## src/rtl/CPU_pkg.sv

```systemverilog
// Shared constants and parameter helpers for the button debouncer slice.
package CPU_pkg;

    localparam int US_PER_S = 1_000_000;

    // Sample interval in clk cycles for a given clock and period.
    function automatic int tick_cycles(input int freq_hz, input int period_us);
        return freq_hz / US_PER_S * period_us;
    endfunction

endpackage

```

## src/rtl/debounce_channel.sv

```systemverilog
// One debounce lane: 2-flop synchroniser, sample history window, level
// tracking with edge pulses and a saturating long-press counter.
module debounce_channel #(
    parameter int   SAMPLES      = 4,
    parameter int   LONG_SAMPLES = 333,
    parameter logic INVERT       = 1'b0
) (
    input  logic clk,
    input  logic reset_n,
    input  logic sample_tick,
    input  logic btn_in,
    output logic level,
    output logic rise,
    output logic fall,
    output logic long_pulse
);

    localparam int LCW = $clog2(LONG_SAMPLES + 1);
    localparam logic [LCW-1:0] LONG_MAX  = LCW'(LONG_SAMPLES);
    localparam logic [LCW-1:0] LONG_LAST = LCW'(LONG_SAMPLES - 1);

    logic [1:0]         sync_pipe;
    logic [SAMPLES-2:0] hist;
    logic [SAMPLES-1:0] window;
    logic [LCW-1:0]     long_cnt;

    // Newest sample sits in bit 0; the window includes the sample being taken now.
    assign window = {hist, sync_pipe[1]};

    always_ff @(posedge clk or negedge reset_n) begin
        if (!reset_n) begin
            sync_pipe  <= '0;
            hist       <= '0;
            level      <= 1'b0;
            rise       <= 1'b0;
            fall       <= 1'b0;
            long_pulse <= 1'b0;
            long_cnt   <= '0;
        end else begin
            sync_pipe  <= {sync_pipe[0], btn_in ^ INVERT};
            rise       <= 1'b0;
            fall       <= 1'b0;
            long_pulse <= 1'b0;
            if (!level)
                long_cnt <= '0;
            if (sample_tick) begin
                hist <= window[SAMPLES-2:0];
                if (&window && !level) begin
                    level <= 1'b1;
                    rise  <= 1'b1;
                end else if (~|window && level) begin
                    level <= 1'b0;
                    fall  <= 1'b1;
                end
                // Saturates at LONG_MAX so the pulse fires once per press.
                if (level && long_cnt != LONG_MAX) begin
                    long_cnt <= long_cnt + LCW'(1);
                    if (long_cnt == LONG_LAST)
                        long_pulse <= 1'b1;
                end
            end
        end
    end

endmodule

```

## src/rtl/button_debouncer.sv

```systemverilog
// Multi-channel button debouncer: shared sample prescaler plus one
// debounce_channel per input.
module button_debouncer
    import CPU_pkg::*;
#(
    parameter int                  CHANNELS         = 4,
    parameter int                  CLK_FREQ_HZ      = 16_000_000,
    parameter int                  SAMPLE_PERIOD_US = 3000,
    parameter int                  SAMPLES          = 4,
    parameter int                  LONG_SAMPLES     = 333,
    parameter logic [CHANNELS-1:0] INVERT           = '0
) (
    input  logic                clk,
    input  logic                reset_n,
    input  logic [CHANNELS-1:0] btn_in,
    output logic [CHANNELS-1:0] btn_level,
    output logic [CHANNELS-1:0] btn_rise,
    output logic [CHANNELS-1:0] btn_fall,
    output logic [CHANNELS-1:0] btn_long,
    output logic                sample_tick
);

    localparam int TICK_CYCLES = tick_cycles(CLK_FREQ_HZ, SAMPLE_PERIOD_US);
    localparam int CW          = (TICK_CYCLES > 1) ? $clog2(TICK_CYCLES) : 1;
    localparam logic [CW-1:0] CNT_LAST = (TICK_CYCLES > 1) ? CW'(TICK_CYCLES - 1) : '0;
    localparam logic [CW-1:0] CNT_PRE  = (TICK_CYCLES > 1) ? CW'(TICK_CYCLES - 2) : '0;

    if (SAMPLES < 2 || TICK_CYCLES < 1 || LONG_SAMPLES <= SAMPLES) begin : g_param_err
        $error("button_debouncer: need SAMPLES>=2, TICK_CYCLES>=1, LONG_SAMPLES>SAMPLES");
    end

    logic [CW-1:0] count;

    // sample_tick is registered: it is set one cycle early so it is high
    // exactly while count sits at its last value.
    always_ff @(posedge clk or negedge reset_n) begin
        if (!reset_n) begin
            count       <= '0;
            sample_tick <= 1'b0;
        end else begin
            count       <= (count == CNT_LAST) ? '0 : count + CW'(1);
            sample_tick <= (TICK_CYCLES == 1) || (count == CNT_PRE);
        end
    end

    for (genvar i = 0; i < CHANNELS; i++) begin : g_chan
        debounce_channel #(
            .SAMPLES      (SAMPLES),
            .LONG_SAMPLES (LONG_SAMPLES),
            .INVERT       (INVERT[i])
        ) u_chan (
            .clk         (clk),
            .reset_n     (reset_n),
            .sample_tick (sample_tick),
            .btn_in      (btn_in[i]),
            .level       (btn_level[i]),
            .rise        (btn_rise[i]),
            .fall        (btn_fall[i]),
            .long_pulse  (btn_long[i])
        );
    end

endmodule

```

## config.mk

```make
export PLATFORM = sky130hd
export DESIGN_NAME = button_debouncer
export DESIGN_NICKNAME = d
export VERILOG_FILES = /design/src/rtl/CPU_pkg.sv /design/src/rtl/debounce_channel.sv /design/src/rtl/button_debouncer.sv
export SDC_FILE = /design/constraint.sdc
export NUM_CORES = 1
export LEC_CHECK = 0
export BUFFER_PORTS_ARGS = -buffer_cell sky130_fd_sc_hd__buf_4
export CORE_AREA = 2 2 91 93
export CTS_BUF_LIST = sky130_fd_sc_hd__clkbuf_16
export DETAILED_ROUTE_END_ITERATION = 6
export DIE_AREA = 0 0 93 95
export PLACE_DENSITY = 0.74
export SYNTH_ARGS = -nofsm -noshare
export SYNTH_HDL_FRONTEND = slang
export SYNTH_SLANG_ARGS = --single-unit
```

## constraint.sdc

```tcl
create_clock -name clk -period 1.7 [get_ports clk]
set_clock_uncertainty 0.05 [all_clocks]
set_input_delay 0 -clock clk [delete_from_list [all_inputs] [get_ports clk]]
set_output_delay 0 -clock clk [all_outputs]
set_load 0.02 [all_outputs]
```

Yosys cells after proc, flatten, opt, wreduce, memory -nomap -nowiden
Cells that the tools add are included.
{"block": "totals", "mem_bits_ro": 0, "latchBits": 0, "n_memories": 0, "input_bits": 6, "mem_bits_rw": 0, "reg_bits": 89, "wordCells": 134}
{"block": "classes", "div_mod_pow": 0, "bitwise_logic": 0, "n_mul": 0, "eq_ne": 10, "shifts": 0, "addsub": 5, "order_cmp": 0, "mux": 53, "reduce_logical": 36}
{"cell": "$mux W9", "n": 12}
{"cell": "$mux W1", "n": 40}
{"cell": "$add A9 B1 Y9 const B", "n": 4}
{"cell": "$eq A9 B9 Y1 const B", "n": 4}
{"cell": "$ne A9 B9 Y1 const B", "n": 4}
{"cell": "$eq A16 B16 Y1 const B", "n": 2}
{"cell": "$add A16 B1 Y16 const B", "n": 1}
{"cell": "$mux W16", "n": 1}
{"cell": "$reduce_and A4 Y1", "n": 4}
{"cell": "$reduce_or A4 Y1", "n": 4}
{"cell": "$logic_and A1 B1 Y1", "n": 12}
{"cell": "$logic_not A1 Y1", "n": 8}
{"cell": "$reduce_and A2 Y1", "n": 4}
{"cell": "$reduce_bool A2 Y1", "n": 4}

Longest topological paths before layout
Gate-level depths: netlist of run 1.
{"block": "logic_depth", "depth_word": 6, "ltp_mapped": 6}

Modules after synthesis
From an unflattened synthesis of run 1, not the netlist that was laid out.
{"block": "hier_totals", "cells_unflattened": 400, "area_unflattened_um2": 4262.8}
{"mod": "debounce_channel at g_chan[1].u_chan ...", "cells_per_inst": 81, "seq_area_each_um2": 450.4, "area_each_um2": 868.3, "instances": 3}
{"mod": "debounce_channel at g_chan[0].u_chan", "cells_per_inst": 81, "seq_area_each_um2": 450.4, "area_each_um2": 869.6, "instances": 1}
{"mod": "button_debouncer", "cells_per_inst": 76, "seq_area_each_um2": 425.4, "area_each_um2": 788.3, "instances": 1}

Least setup slack after synthesis of run 1
No wires, ideal clock.
{"block": "synth_timing", "path_kind": "register to register", "startpoint": "register count[10]", "endpoint": "register count[13]", "arrival_ps": 1403, "stages_incl_launch_ff": 6, "synth_period_minus_slack_ps": 1578, "setup_slack_ps": 122, "setup_time_ps": 126, "cell_sequence": "dfrtp_1 or4b_1 nor4_2 and2_2 buf_6 a21oi_1"}
{"block": "synth_via", "elab_chain_cells": 2, "elab_cells_between_ends": 3}
{"item": "start, declared", "line": "button_debouncer.sv:32", "source": "logic [CW-1:0] count;"}
{"item": "start signal, assigned", "line": "button_debouncer.sv:41", "source": "count <= (count == CNT_LAST) ? '0 : count + CW'(1);"}
{"item": "$add A16 B1 Y16 or $eq A16 B16 Y1 (tied branches)", "line": "button_debouncer.sv:41"}
{"item": "$mux W16 *", "line": "button_debouncer.sv:41"}
Mark *: on every way between the ends. The rest lies on a longest branch, timed or not.
A chain may end at the register's enable or synchronous reset.

Worst setup path in the final report of run 1
{"block": "layout_timing", "startpoint": "register g_chan[2].u_chan.long_cnt[1]", "endpoint": "register g_chan[2].u_chan.long_cnt[1]"}
{"block": "layout_via", "elab_chain_cells": 4, "elab_cells_between_ends": 6}
{"item": "start, declared", "line": "debounce_channel.sv:25", "source": "logic [LCW-1:0] long_cnt;"}
{"item": "start signal, assigned", "line": "debounce_channel.sv:57", "source": "long_cnt <= long_cnt + LCW'(1);"}
{"item": "parallel branches: the longest is 3 deep, another holds $add A9 B1 Y9"}
{"item": "$mux W9 *", "line": "debounce_channel.sv:46", "source": "if (sample_tick) begin"}
Every way passes the cells marked *.

==> metrics, run 1 <==
share of the yosys chip area belonging to registers 53.1%; number of max-cap violations 0; CTS tree yes; area of the core region 7930 sq um; Inserted Diodes 0; DP Worst Slack -0.0757 ns; share of final-layout standard cells stronger than drive strength 1 20.0%; signed area change from the synthesized netlist to the final layout 16.8%; measured slew at the worst slew-check pin 0.438 ns; Peak supply drop around 0.00045 V; DRC 0; final hold viol count 0; clk buf depth 2; Chip Width 93 um; Routed WL per cell 14.0 um; full die area slightly below 9000 sq um; biggest fanout along the worst timing path 4; number of distinct library cell variants in the gate-level netlist after synthesis 44; Period minus WS final 1.69 ns; Worst Setup Start Kind register; layout filler cell count 619; Die Y-Extent 95 um; Antenna Nets Post-Route 0; number of cells in the finished layout apart from fillers 520; maximum single-stage delay on the critical path 0.48 ns; Vias/cell 5.35; area of the mapped netlist 4190 sq um; Worst path slowest cell sky130_fd_sc_hd__o41ai_4; GRT Residual Overflow 0; placer's final routability congestion estimate 0.782; crit path kind register to register; detailed-routing iteration count for the pre-antenna-repair pass 4; initial antenna violation count 0; Detail Placement HPWL between 4 and 5 mm; number of clock sinks 89; post-synthesis instance total 383; leakage power summed over all cells 2.14 nW; unrepaired setup endpoints after global routing true; portion of the clock cycle consumed by the worst path in the final layout 99.4%; clock transition at the registers of the reported paths 0.06 ns; total global routing track utilization 17.8%; final number of max-transition violations 0; overall via count from detail_route 2783; total placed cells including tap cells between 400 and 500; signal arrival time at the worst endpoint 1.86 ns; pwr/cell area 915 nW/um^2; final count of negative-setup-slack endpoints 0; total number of H-tree levels 3; PortBufs 22; starting DRC count in detailed routing 70; effective utilization at floorplan 52.9%; number of buffers added by the clock tree synthesis step 9; series of cell instances along the critical path inv_2, ha_4, nand4b_1, o41ai_4, mux2i_1, nor2_1; HP Class primary input to async pin; vias in the first global route 2741; Worst Setup Slack, final 0.0101 ns; CTS Root Cell sky130_fd_sc_hd__clkbuf_16; first-pass GRT wire length 12.5 mm; post-synth net total just over 400; largest delay contributor family on the critical path compound AO/OA/AOI/OAI gates; worst endpoint required time 1.87 ns; total routed wirelength 7.30 mm; Max transition margin a little over 70%; average size of a mapped cell 11.0 sq um; number of synthesized register bits 89; maximum frequency from static timing analysis approximately 590 MHz; Post-layout nets 430; IO Pins 23; Clk Latency, worst-skew pair around 0.33 ns; Yosys warnings 0; number of placement rows 33; maximum number of pins on one net before global-route repair 48; crit path capture type register; status completed; worst path buffer plus inverter count 1
==> registers in the layout (all words and copies together), names as in the netlist <==
name and cells:
g_chan.u_chan.long_cnt 36, count 16, g_chan.u_chan.hist 12, g_chan.u_chan.sync_pipe 8, g_chan.u_chan.fall 4, g_chan.u_chan.level 4
g_chan.u_chan.long_pulse 4, g_chan.u_chan.rise 4, sample_tick 1
==> where the power goes <==
| group | switching (mW) | internal, mW | total [mW] |
|---|---|---|---|
| Sequential | 0.00583 | 2.13 | 2.13 |
| Clock | 0.829 | 1.45 | 2.28 |
| Combinational | 0.0443 | 0.0233 | 0.0675 |
| Total | 0.879 | 3.60 | 4.48 |
==> cell usage in the layout (no fill, tap or decap), types with 3 or more instances in the layout <==
cell                            synthesis  final
sky130_fd_sc_hd__bufinv_16              0      3
sky130_fd_sc_hd__o211ai_1               5      5
sky130_fd_sc_hd__nor3_1                12     12
sky130_fd_sc_hd__mux2i_1                5      5
sky130_fd_sc_hd__or3_1                 10      9
sky130_fd_sc_hd__o21ai_0               11      9
sky130_fd_sc_hd__nand3_1               11     11
sky130_fd_sc_hd__or4_1                  5      4
sky130_fd_sc_hd__dlygate4sd3_1          0      5
sky130_fd_sc_hd__xor2_1                17     17
sky130_fd_sc_hd__o21bai_1               4      4
sky130_fd_sc_hd__a31oi_1                3      3
sky130_fd_sc_hd__and2_1                 3      3
sky130_fd_sc_hd__nand4b_1               5      5
sky130_fd_sc_hd__inv_1                 18     16
sky130_fd_sc_hd__dfrtp_1               89     87
sky130_fd_sc_hd__buf_4                 17     34
sky130_fd_sc_hd__and4_1                 3      3
sky130_fd_sc_hd__mux2_2                12     12
sky130_fd_sc_hd__a21oi_1               10      9
sky130_fd_sc_hd__nor2_1                34     34
sky130_fd_sc_hd__nand2_1               25     25
sky130_fd_sc_hd__nand4_1               19     19
sky130_fd_sc_hd__nor4_1                 5      4
sky130_fd_sc_hd__xnor2_1               12     12
sky130_fd_sc_hd__ha_1                  14     12
sky130_fd_sc_hd__and3_1                 5      5
sky130_fd_sc_hd__clkbuf_16              0      9
==> timing repair <==
action | in CTS | in global routing
hold endpoints to repair | 93 | 0
resized for setup | 0 | 15
buffers inserted | 1 | 5
hold buffers | 5 | 0
pin swaps | 1 | 7
endpoints found under the setup margin | 4 | 22
==> logic make-up after synthesis <==
kind of cell | count (synthesis) | synth area share [%]
muxes | 17 | 4.42
xor gates and xnor gates | 29 | 6.06
DFF | 89 | 53.1
buffers and inverters | 44 | 5.73
and+or+nand+nor | 147 | 19.1
adders and majority gates | 14 | 4.18
AOI/OAI and AO/OA | 43 | 7.43
==> final timing paths <==
| kind | depth (start not counted) | slack, ns | end | startpoint |
|---|---|---|---|---|
| worst min register to register | 0 | 0.30 | g_chan[1].u_chan.sync_pipe[1] | g_chan[1].u_chan.sync_pipe[0] |
| min in group clk | 2 | 0.26 | g_chan[2].u_chan.sync_pipe[0] | btn_in[2] |
| worst min-delay path | 2 | 0.06 | g_chan[2].u_chan.long_cnt[5] | reset_n |
| worst max-delay path | 6 | 0.01 | g_chan[2].u_chan.long_cnt[1] | g_chan[2].u_chan.long_cnt[1] |
| worst max register to register | 6 | 0.01 | g_chan[2].u_chan.long_cnt[1] | g_chan[2].u_chan.long_cnt[1] |
| max in group asynchronous | 3 | 0.98 | g_chan[3].u_chan.fall | reset_n |
==> cell usage after synthesis (all sizes together) <==
master	count	area share, %
nand2b	1	0.15
o41ai	5	1.9
o211ai	5	0.90
inv	18	1.6
or4b	1	0.24
buf	21	3.7
and4b	1	0.24
and4	3	0.63
dfrtp	89	53
o21a	2	0.36
o21bai	4	0.72
or4	5	0.90
nor2	34	3.0
a21o	1	0.18
nor3	12	1.4
xnor2	12	2.5
nor4b	1	0.36
o31ai	1	0.18
nand2	25	2.2
nand4b	5	1.0
clkinv	1	0.089
nand4	19	2.8
ha	14	4.2
a31oi	3	0.45
and3	7	1.1
and2	4	0.63
a21oi	10	1.2
nor4	6	1.0
or3	10	1.5
o21ai	11	1.3
clkbuf	4	0.36
nand3	11	1.3
a311oi	1	0.21
xor2	17	3.6
or2	1	0.15
mux2i	5	1.2
mux2	12	3.2
nand4bb	1	0.27
==> layout make-up <==
type                       count  area (sq um)  area share, %
clock buffer                   9           225           4.60
clock inverter                 7           126           2.58
inverter                      19          71.3           1.46
multi-input combinational    250          1770           36.1
sequential                    89          2230           45.5
tap                          105           131           2.68
timing repair buffer          41           345           7.05
==> stage by stage <==
step           hold WS [ns]  power [mW]  utilization (%)  instance area [sq um]  TNS (ns)
2_1_floorplan        -0.346        2.17                -                   4190         0
3_3_place_gp         -0.129        2.23             55.6                   4410         0
5_1_grt              0.0792        4.63             61.8                   4900    -0.136
4_1_cts              0.0723        4.53             60.7                   4820         0
3_5_place_dp         -0.119        2.24             55.6                   4410    -0.107
6_report             0.0571        4.48             61.8                   4900         0
==> metal layers <==
metal  up-vias  GRT usage, %  share of wire, %
met5         -             0                 0
met4         0          6.50               1.2
met3         7          4.15               2.8
met2        35          28.9                48
met1      1344          23.7                48
li1       1397             -                 -
==> worst reg2reg max path, cell delays in order, from the launching register on <==
cell and delay, ns:
sky130_fd_sc_hd__dfrtp_1 0.39, sky130_fd_sc_hd__inv_2 0.08, sky130_fd_sc_hd__ha_4 0.13, sky130_fd_sc_hd__nand4b_1 0.14, sky130_fd_sc_hd__o41ai_4 0.48, sky130_fd_sc_hd__mux2i_1 0.26
sky130_fd_sc_hd__nor2_1 0.05
(Power assumes the default switching activity.)
==> run 2: changes to the inputs <==
CELL_PAD_IN_SITES_DETAIL_PLACEMENT = 0   (was not set)
CELL_PAD_IN_SITES_GLOBAL_PLACEMENT = 1   (was not set)
CORE_AREA = 2 2 96 98   (was 2 2 91 93)
DIE_AREA = 0 0 98 100   (was 0 0 93 95)
PLACE_DENSITY = 0.81   (was 0.74)
==> run 2 against run 1 <==
Clock power decreased by 12%; via count about the same; non-clock buffer count increased by 1; setup slack improved by 0.061 ns; first-iteration DRC count increased by 97%; cell count increased by 1.3%; cell area decreased by 1.6%; power decreased by 6.3%; count of clock-buffer cells in the layout unchanged; worst hold slack improved by 0.064 ns; largest cell class unchanged; highest routed layer unchanged.
==> metrics, run 2 (synthesis gave the netlist of run 1 again) <==
status completed (unchanged); launch instance of the worst register-to-register path g_chan[0].u_chan.long_cnt[0] (was g_chan[2].u_chan.long_cnt[1]); signed area change from the synthesized netlist to the final layout 14.9% (was 16.8%); largest reg by FF count g_chan.u_chan.long_cnt (unchanged); register area 2230 sq um (about the same); Max transition margin 68.4% (was 70.7%); worst endpoint required time 1.85 ns (was 1.87 ns); first-pass GRT wire length 12.4 mm (was 12.5 mm); HP Class primary input to async pin (unchanged); most common cell after layout, fill and taps aside sky130_fd_sc_hd__dfrtp_1 (unchanged); pwr/cell area 871 nW/um^2 (was 915 nW/um^2); Peak supply drop 0.000485 V (was 0.000452 V); final hold viol count 0 (unchanged); clock transition at the registers of the reported paths 0.06 ns (about the same); maximum frequency from static timing analysis 614 MHz (was 592 MHz); starting DRC count in detailed routing 138 (was 70); measured slew at the worst slew-check pin 0.474 ns (was 0.438 ns); vias in the first global route 2723 (was 2741); biggest fanout along the worst timing path 5 (was 4); crit path capture type register (unchanged); Antenna Nets Post-Route 0 (unchanged); design area 4820 sq um (was 4900 sq um); maximum single-stage delay on the critical path 0.55 ns (was 0.48 ns); full die area 9800 sq um (was 8840 sq um); register-to-register path setup slack 0.07 ns (was 0.01 ns); total global routing track utilization 15.4% (was 17.8%); total routed wirelength 7.11 mm (was 7.30 mm); Detail Placement HPWL 4.93 mm (was 4.89 mm); number of placement rows 35 (was 33); Regs by FF count g_chan.u_chan.long_cnt: 36 flops, count: 16 flops, g_chan.u_chan.hist: 12 flops (unchanged); share of final-layout standard cells stronger than drive strength 1 17.5% (was 20.0%); final count of negative-setup-slack endpoints 0 (unchanged); leakage power summed over all cells 2.14 nW (about the same); final number of max-transition violations 0 (unchanged); multi-input gate area in the final layout 1740 sq um (was 1770 sq um); layout filler cell count 795 (was 619); final core area utilization 54.2% (was 61.8%); crit path kind register to register (unchanged); highest-count cells in the layout ignoring fill and taps 88 x sky130_fd_sc_hd__dfrtp_1, 36 x sky130_fd_sc_hd__buf_4, 34 x sky130_fd_sc_hd__nor2_1 (was 87 x sky130_fd_sc_hd__dfrtp_1, 34 x sky130_fd_sc_hd__nor2_1, 34 x sky130_fd_sc_hd__buf_4); placed instance area 4450 sq um (was 4410 sq um); Inserted Diodes 0 (unchanged); signal arrival time at the worst endpoint 1.78 ns (was 1.86 ns); Clk Latency, worst-skew pair 0.33 ns (about the same); number of buffers added by the clock tree synthesis step 9 (unchanged); DP Worst Slack 0.0530 ns (was -0.0757 ns); detailed-routing iteration count for the pre-antenna-repair pass 4 (unchanged); overall via count from detail_route 2784 (was 2783); Power, Total 4.20 mW (was 4.48 mW); clk buf depth 2 (unchanged); Chip Width 98 um (was 93 um); Worst Setup Start Kind register (unchanged); initial antenna violation count 0 (unchanged); Critical Path Source g_chan[0].u_chan.long_cnt[0] (was g_chan[2].u_chan.long_cnt[1]); Vias/cell 5.28 (was 5.35); DRC 0 (unchanged); GRT Residual Overflow 0 (unchanged); Worst path slowest cell sky130_fd_sc_hd__or4_1 (was sky130_fd_sc_hd__o41ai_4); number of flip-flops under the largest register name 36 (unchanged); area of the core region 8890 sq um (was 7930 sq um); number of max-cap violations 0 (unchanged); effective utilization at floorplan 47.2% (was 52.9%); critical path endpoint g_chan[0].u_chan.long_cnt[6] (was g_chan[2].u_chan.long_cnt[1]); logic depth of the worst register-to-register path 5 (was 6); CTS tree yes (unchanged); Worst Setup Slack, final 0.0707 ns (was 0.0101 ns); maximum number of pins on one net before global-route repair 55 (was 48); portion of the clock cycle consumed by the worst path in the final layout 95.8% (was 99.4%); placer's final routability congestion estimate 0.791 (was 0.782); worst reg2reg path endpoint g_chan[0].u_chan.long_cnt[6] (was g_chan[2].u_chan.long_cnt[1]); number of clock sinks 89 (unchanged); Post-layout nets 431 (was 430); Period minus WS final 1.63 ns (was 1.69 ns); series of cell instances along the critical path ha_2, inv_1, or4_1, xor2_1, nor2_1 (was inv_2, ha_4, nand4b_1, o41ai_4, mux2i_1, nor2_1); Routed WL per cell 13.5 um (was 14.0 um); CTS Root Cell sky130_fd_sc_hd__clkbuf_16 (unchanged); IO Pins 23 (unchanged); Die Y-Extent 100 um (was 95 um); PortBufs 22 (unchanged); total number of H-tree levels 3 (unchanged)
## run 2: final cells by class
type                    instances  area share, %
flip-flops and latches         89           46.2
multi-input cells             250           36.0
repair buffers                 42           7.06
clock buffers                   9           4.67
well taps                     111           2.88
clock inverters                 7           1.66
inverters                      19           1.48
## run 2: routing by layer
layer / share of wire, % / global-route usage [%]
met1: 50 / 20.5
met4: 0.82 / 4.17
met5: 0 / 0
met2: 46 / 25.2
met3: 3.6 / 4.11
## run 2: worst min path at each step
| stage | slack, ns | cells after the start | to |
|---|---|---|---|
| floorplan | -0.35 | 0 | count[0] |
| global placement | -0.06 | 1 | g_chan[2].u_chan.long_pulse |
| detailed placement | -0.06 | 1 | g_chan[2].u_chan.long_pulse |
| CTS | 0.14 | 2 | g_chan[0].u_chan.sync_pipe[1] |
| global route | 0.17 | 2 | g_chan[0].u_chan.fall |
| finish | 0.12 | 2 | g_chan[2].u_chan.long_pulse |
## run 2: stage by stage
| stage | cells | hold slack (ns) | TNS (ns) |
|---|---|---|---|
| 2_1_floorplan | 383 | -0.346 | 0 |
| 3_3_place_gp | 505 | -0.0596 | 0 |
| 3_5_place_dp | 505 | -0.0620 | 0 |
| 4_1_cts | 526 | 0.138 | 0 |
| 5_1_grt | 527 | 0.170 | -0.0110 |
| 6_report | 527 | 0.122 | 0 |
## run 2: report_power, final
group | internal [mW] | switching, mW
Clock | 1.26 | 0.738
Sequential | 2.13 | 0.00459
Combinational | 0.0218 | 0.0439
## run 2: what timing repair did
item	in CTS	in global routing
hold buffers	5	0
endpoints found under the setup margin	0	18
endpoints found under the hold margin	39	0
buffers inserted	0	2
resized for setup	0	6
## run 2: critical path, delay by kind of cell (launching register included)
kind          cells  cell delay [ns]
flops             1             0.42
simple gates      2             0.60
xor+xnor          1             0.15
fa+ha+maj         1             0.22
buf+inv           1             0.07
==> run 3: changes to the inputs <==
PLACE_DENSITY = not set   (was 0.81)
PLACE_DENSITY_LB_ADDON = 0.15   (was not set)
==> run 3 against run 2 <==
The flow now finishes with violations (setup timing); routed wire length grew 5.8%; core utilization is 0.53 points higher; sequential power is essentially flat; flip-flop and latch count unchanged; clock power fell by 5%; worst hold slack worse by 0.0096 ns; critical path depth is 2 higher; fmax shrank 5.0%; power fell by 2.4%; die area stayed put; global-route usage rose by 0.97 points; count of clock-buffer cells in the layout is the same; highest routed layer unchanged.
==> metrics, run 3 (synthesis gave the netlist of run 1 again) <==
status finished with violations (was completed); number of flip-flops under the largest register name 36 (unchanged); number of buffers added by the clock tree synthesis step 9 (unchanged); Inserted Diodes 0 (unchanged); Die Y-Extent 100 um (unchanged); maximum number of pins on one net before global-route repair 43 (was 55); first-pass GRT wire length 13.0 mm (was 12.4 mm); area of the core region 8890 sq um (unchanged); overall via count from detail_route 2817 (was 2784); signal arrival time at the worst endpoint 1.88 ns (was 1.78 ns); Period minus WS final 1.71 ns (was 1.63 ns); HP Class primary input to async pin (unchanged); maximum frequency from static timing analysis 583 MHz (was 614 MHz); worst endpoint required time 1.87 ns (was 1.85 ns); vias in the first global route 2732 (was 2723); CTS Root Cell sky130_fd_sc_hd__clkbuf_16 (unchanged); final count of negative-setup-slack endpoints 2 (was 0); Antenna Nets Post-Route 0 (unchanged); clock transition at the registers of the reported paths 0.07 ns (was 0.06 ns); CTS tree yes (unchanged); share of total power in sequential cells 52.0% (was 50.8%); Vias/cell 5.37 (was 5.28); pwr/cell area 842 nW/um^2 (was 871 nW/um^2); share of final-layout standard cells stronger than drive strength 1 20.3% (was 17.5%); Clk Latency, worst-skew pair 0.33 ns (about the same); clk buf depth 2 (unchanged); full die area 9800 sq um (unchanged); switching power of the nets 0.826 mW (was 0.786 mW); measured slew at the worst slew-check pin 0.457 ns (was 0.474 ns); Max transition margin 69.5% (was 68.4%); effective utilization at floorplan 47.2% (unchanged); portion of the clock cycle consumed by the worst path in the final layout 101% (was 95.8%); total number of H-tree levels 3 (unchanged); DRC 0 (unchanged); GRT Residual Overflow 0 (unchanged); final number of max-transition violations 0 (unchanged); Regs by FF count g_chan.u_chan.long_cnt: 36 flops, count: 16 flops, g_chan.u_chan.hist: 12 flops (unchanged); number of placement rows 35 (unchanged); signed area change from the synthesized netlist to the final layout 16.1% (was 14.9%); power share of the combinational group 1.7% (was 1.6%); leakage power summed over all cells 2.12 nW (was 2.14 nW); Chip Width 98 um (unchanged); Fin Hold WS 0.112 ns (was 0.122 ns); Detail Placement HPWL 5.02 mm (was 4.93 mm); failing checks setup timing; most common cell after layout, fill and taps aside sky130_fd_sc_hd__dfrtp_1 (unchanged); number of clock sinks 89 (unchanged); starting DRC count in detailed routing 133 (was 138); crit path kind register to register (unchanged); highest-count cells in the layout ignoring fill and taps 88 x sky130_fd_sc_hd__dfrtp_1, 34 x sky130_fd_sc_hd__nor2_1, 34 x sky130_fd_sc_hd__buf_4 (was 88 x sky130_fd_sc_hd__dfrtp_1, 36 x sky130_fd_sc_hd__buf_4, 34 x sky130_fd_sc_hd__nor2_1); PortBufs 22 (unchanged); placer's final routability congestion estimate 0.792 (was 0.791); Post-layout nets 430 (was 431); Worst Setup Slack, final -0.0144 ns (was 0.0707 ns); total global routing track utilization 16.4% (was 15.4%); sw frac 20.1% (was 18.7%); IO Pins 23 (unchanged); Worst Setup Start Kind register (unchanged); biggest fanout along the worst timing path 4 (was 5); crit path capture type register (unchanged); Routed WL per cell 14.3 um (was 13.5 um); unrepaired setup endpoints after global routing true; final core area utilization 54.8% (was 54.2%); initial antenna violation count 0 (unchanged); detailed-routing iteration count for the pre-antenna-repair pass 4 (unchanged); Peak supply drop 0.000563 V (was 0.000485 V); number of max-cap violations 0 (unchanged); final hold viol count 0 (unchanged); total routed wirelength 7.52 mm (was 7.11 mm); largest reg by FF count g_chan.u_chan.long_cnt (unchanged); internal portion of total power 3.27 mW (was 3.41 mW); clock network power share 46.3% (was 47.6%)
## run 3: critical path: stages, from the launching register on
cell and delay (ns):
sky130_fd_sc_hd__dfrtp_1 0.41, sky130_fd_sc_hd__inv_2 0.09, sky130_fd_sc_hd__ha_4 0.13, sky130_fd_sc_hd__nand4b_1 0.16
sky130_fd_sc_hd__o41ai_4 0.39, sky130_fd_sc_hd__buf_4 0.20, sky130_fd_sc_hd__xnor2_2 0.11, sky130_fd_sc_hd__nor2_1 0.06
## run 3: path summary, 6_finish.rpt
path / start / endpoint / slack (ns) / cells after the start
max in group asynchronous: reset_n / g_chan[3].u_chan.long_cnt[0] / 0.90 / 3
max reg2reg: g_chan[2].u_chan.long_cnt[1] / g_chan[2].u_chan.long_cnt[0] / -0.01 / 7
min in group clk: btn_in[1] / g_chan[1].u_chan.sync_pipe[0] / 0.27 / 2
min reg2reg: g_chan[1].u_chan.sync_pipe[0] / g_chan[1].u_chan.sync_pipe[1] / 0.30 / 0
max: g_chan[2].u_chan.long_cnt[1] / g_chan[2].u_chan.long_cnt[0] / -0.01 / 7
min: reset_n / g_chan[2].u_chan.long_pulse / 0.11 / 2
## run 3: power by group through the flow
stage	Combinational, mW	Clock (mW)	Sequential (mW)
floorplan	0.00334	0	2.17
global placement	0.0622	0	2.17
detailed placement	0.0634	0	2.17
CTS	0.0726	1.97	2.13
global route	0.0813	2.04	2.13
finish	0.0681	1.90	2.13
## run 3: repair_timing
item	4_1_cts	5_1_grt
endpoints found under the hold margin	93	0
setup endpoints to repair	2	22
buffers inserted	0	6
pin swaps	1	8
gates resized for setup	0	19
hold buffers	5	0
## run 3: through the flow
stage               power (mW)  instances  setup slack [ns]  setup TNS (ns)  cell area (sq um)
finish                    4.10        525           -0.0144         -0.0285               4870
global route              4.26        525           -0.0875          -0.319               4870
CTS                       4.17        519            0.0135               0               4750
detailed placement        2.24        499           -0.0217         -0.0295               4410
global placement          2.23        499            0.0226               0               4410
floorplan                 2.17        383             0.122               0               4190
## run 3: layout make-up
class	count	area [sq um]
inverters	19	71.3
clock buffers	9	225
multi-input cells	250	1800
clock inverters	6	60.1
well taps	111	139
fillers	797	4020
flip-flops and latches	89	2230
repair buffers	41	345
## run 3: layer usage
layer  routed length, um  vias up  GRT usage (%)
li1                    -     1397              -
met1                3620     1385           22.3
met2                3580       25           26.1
met3                 198       10           2.72
met4                 124        0           7.37
met5                   0        -              0
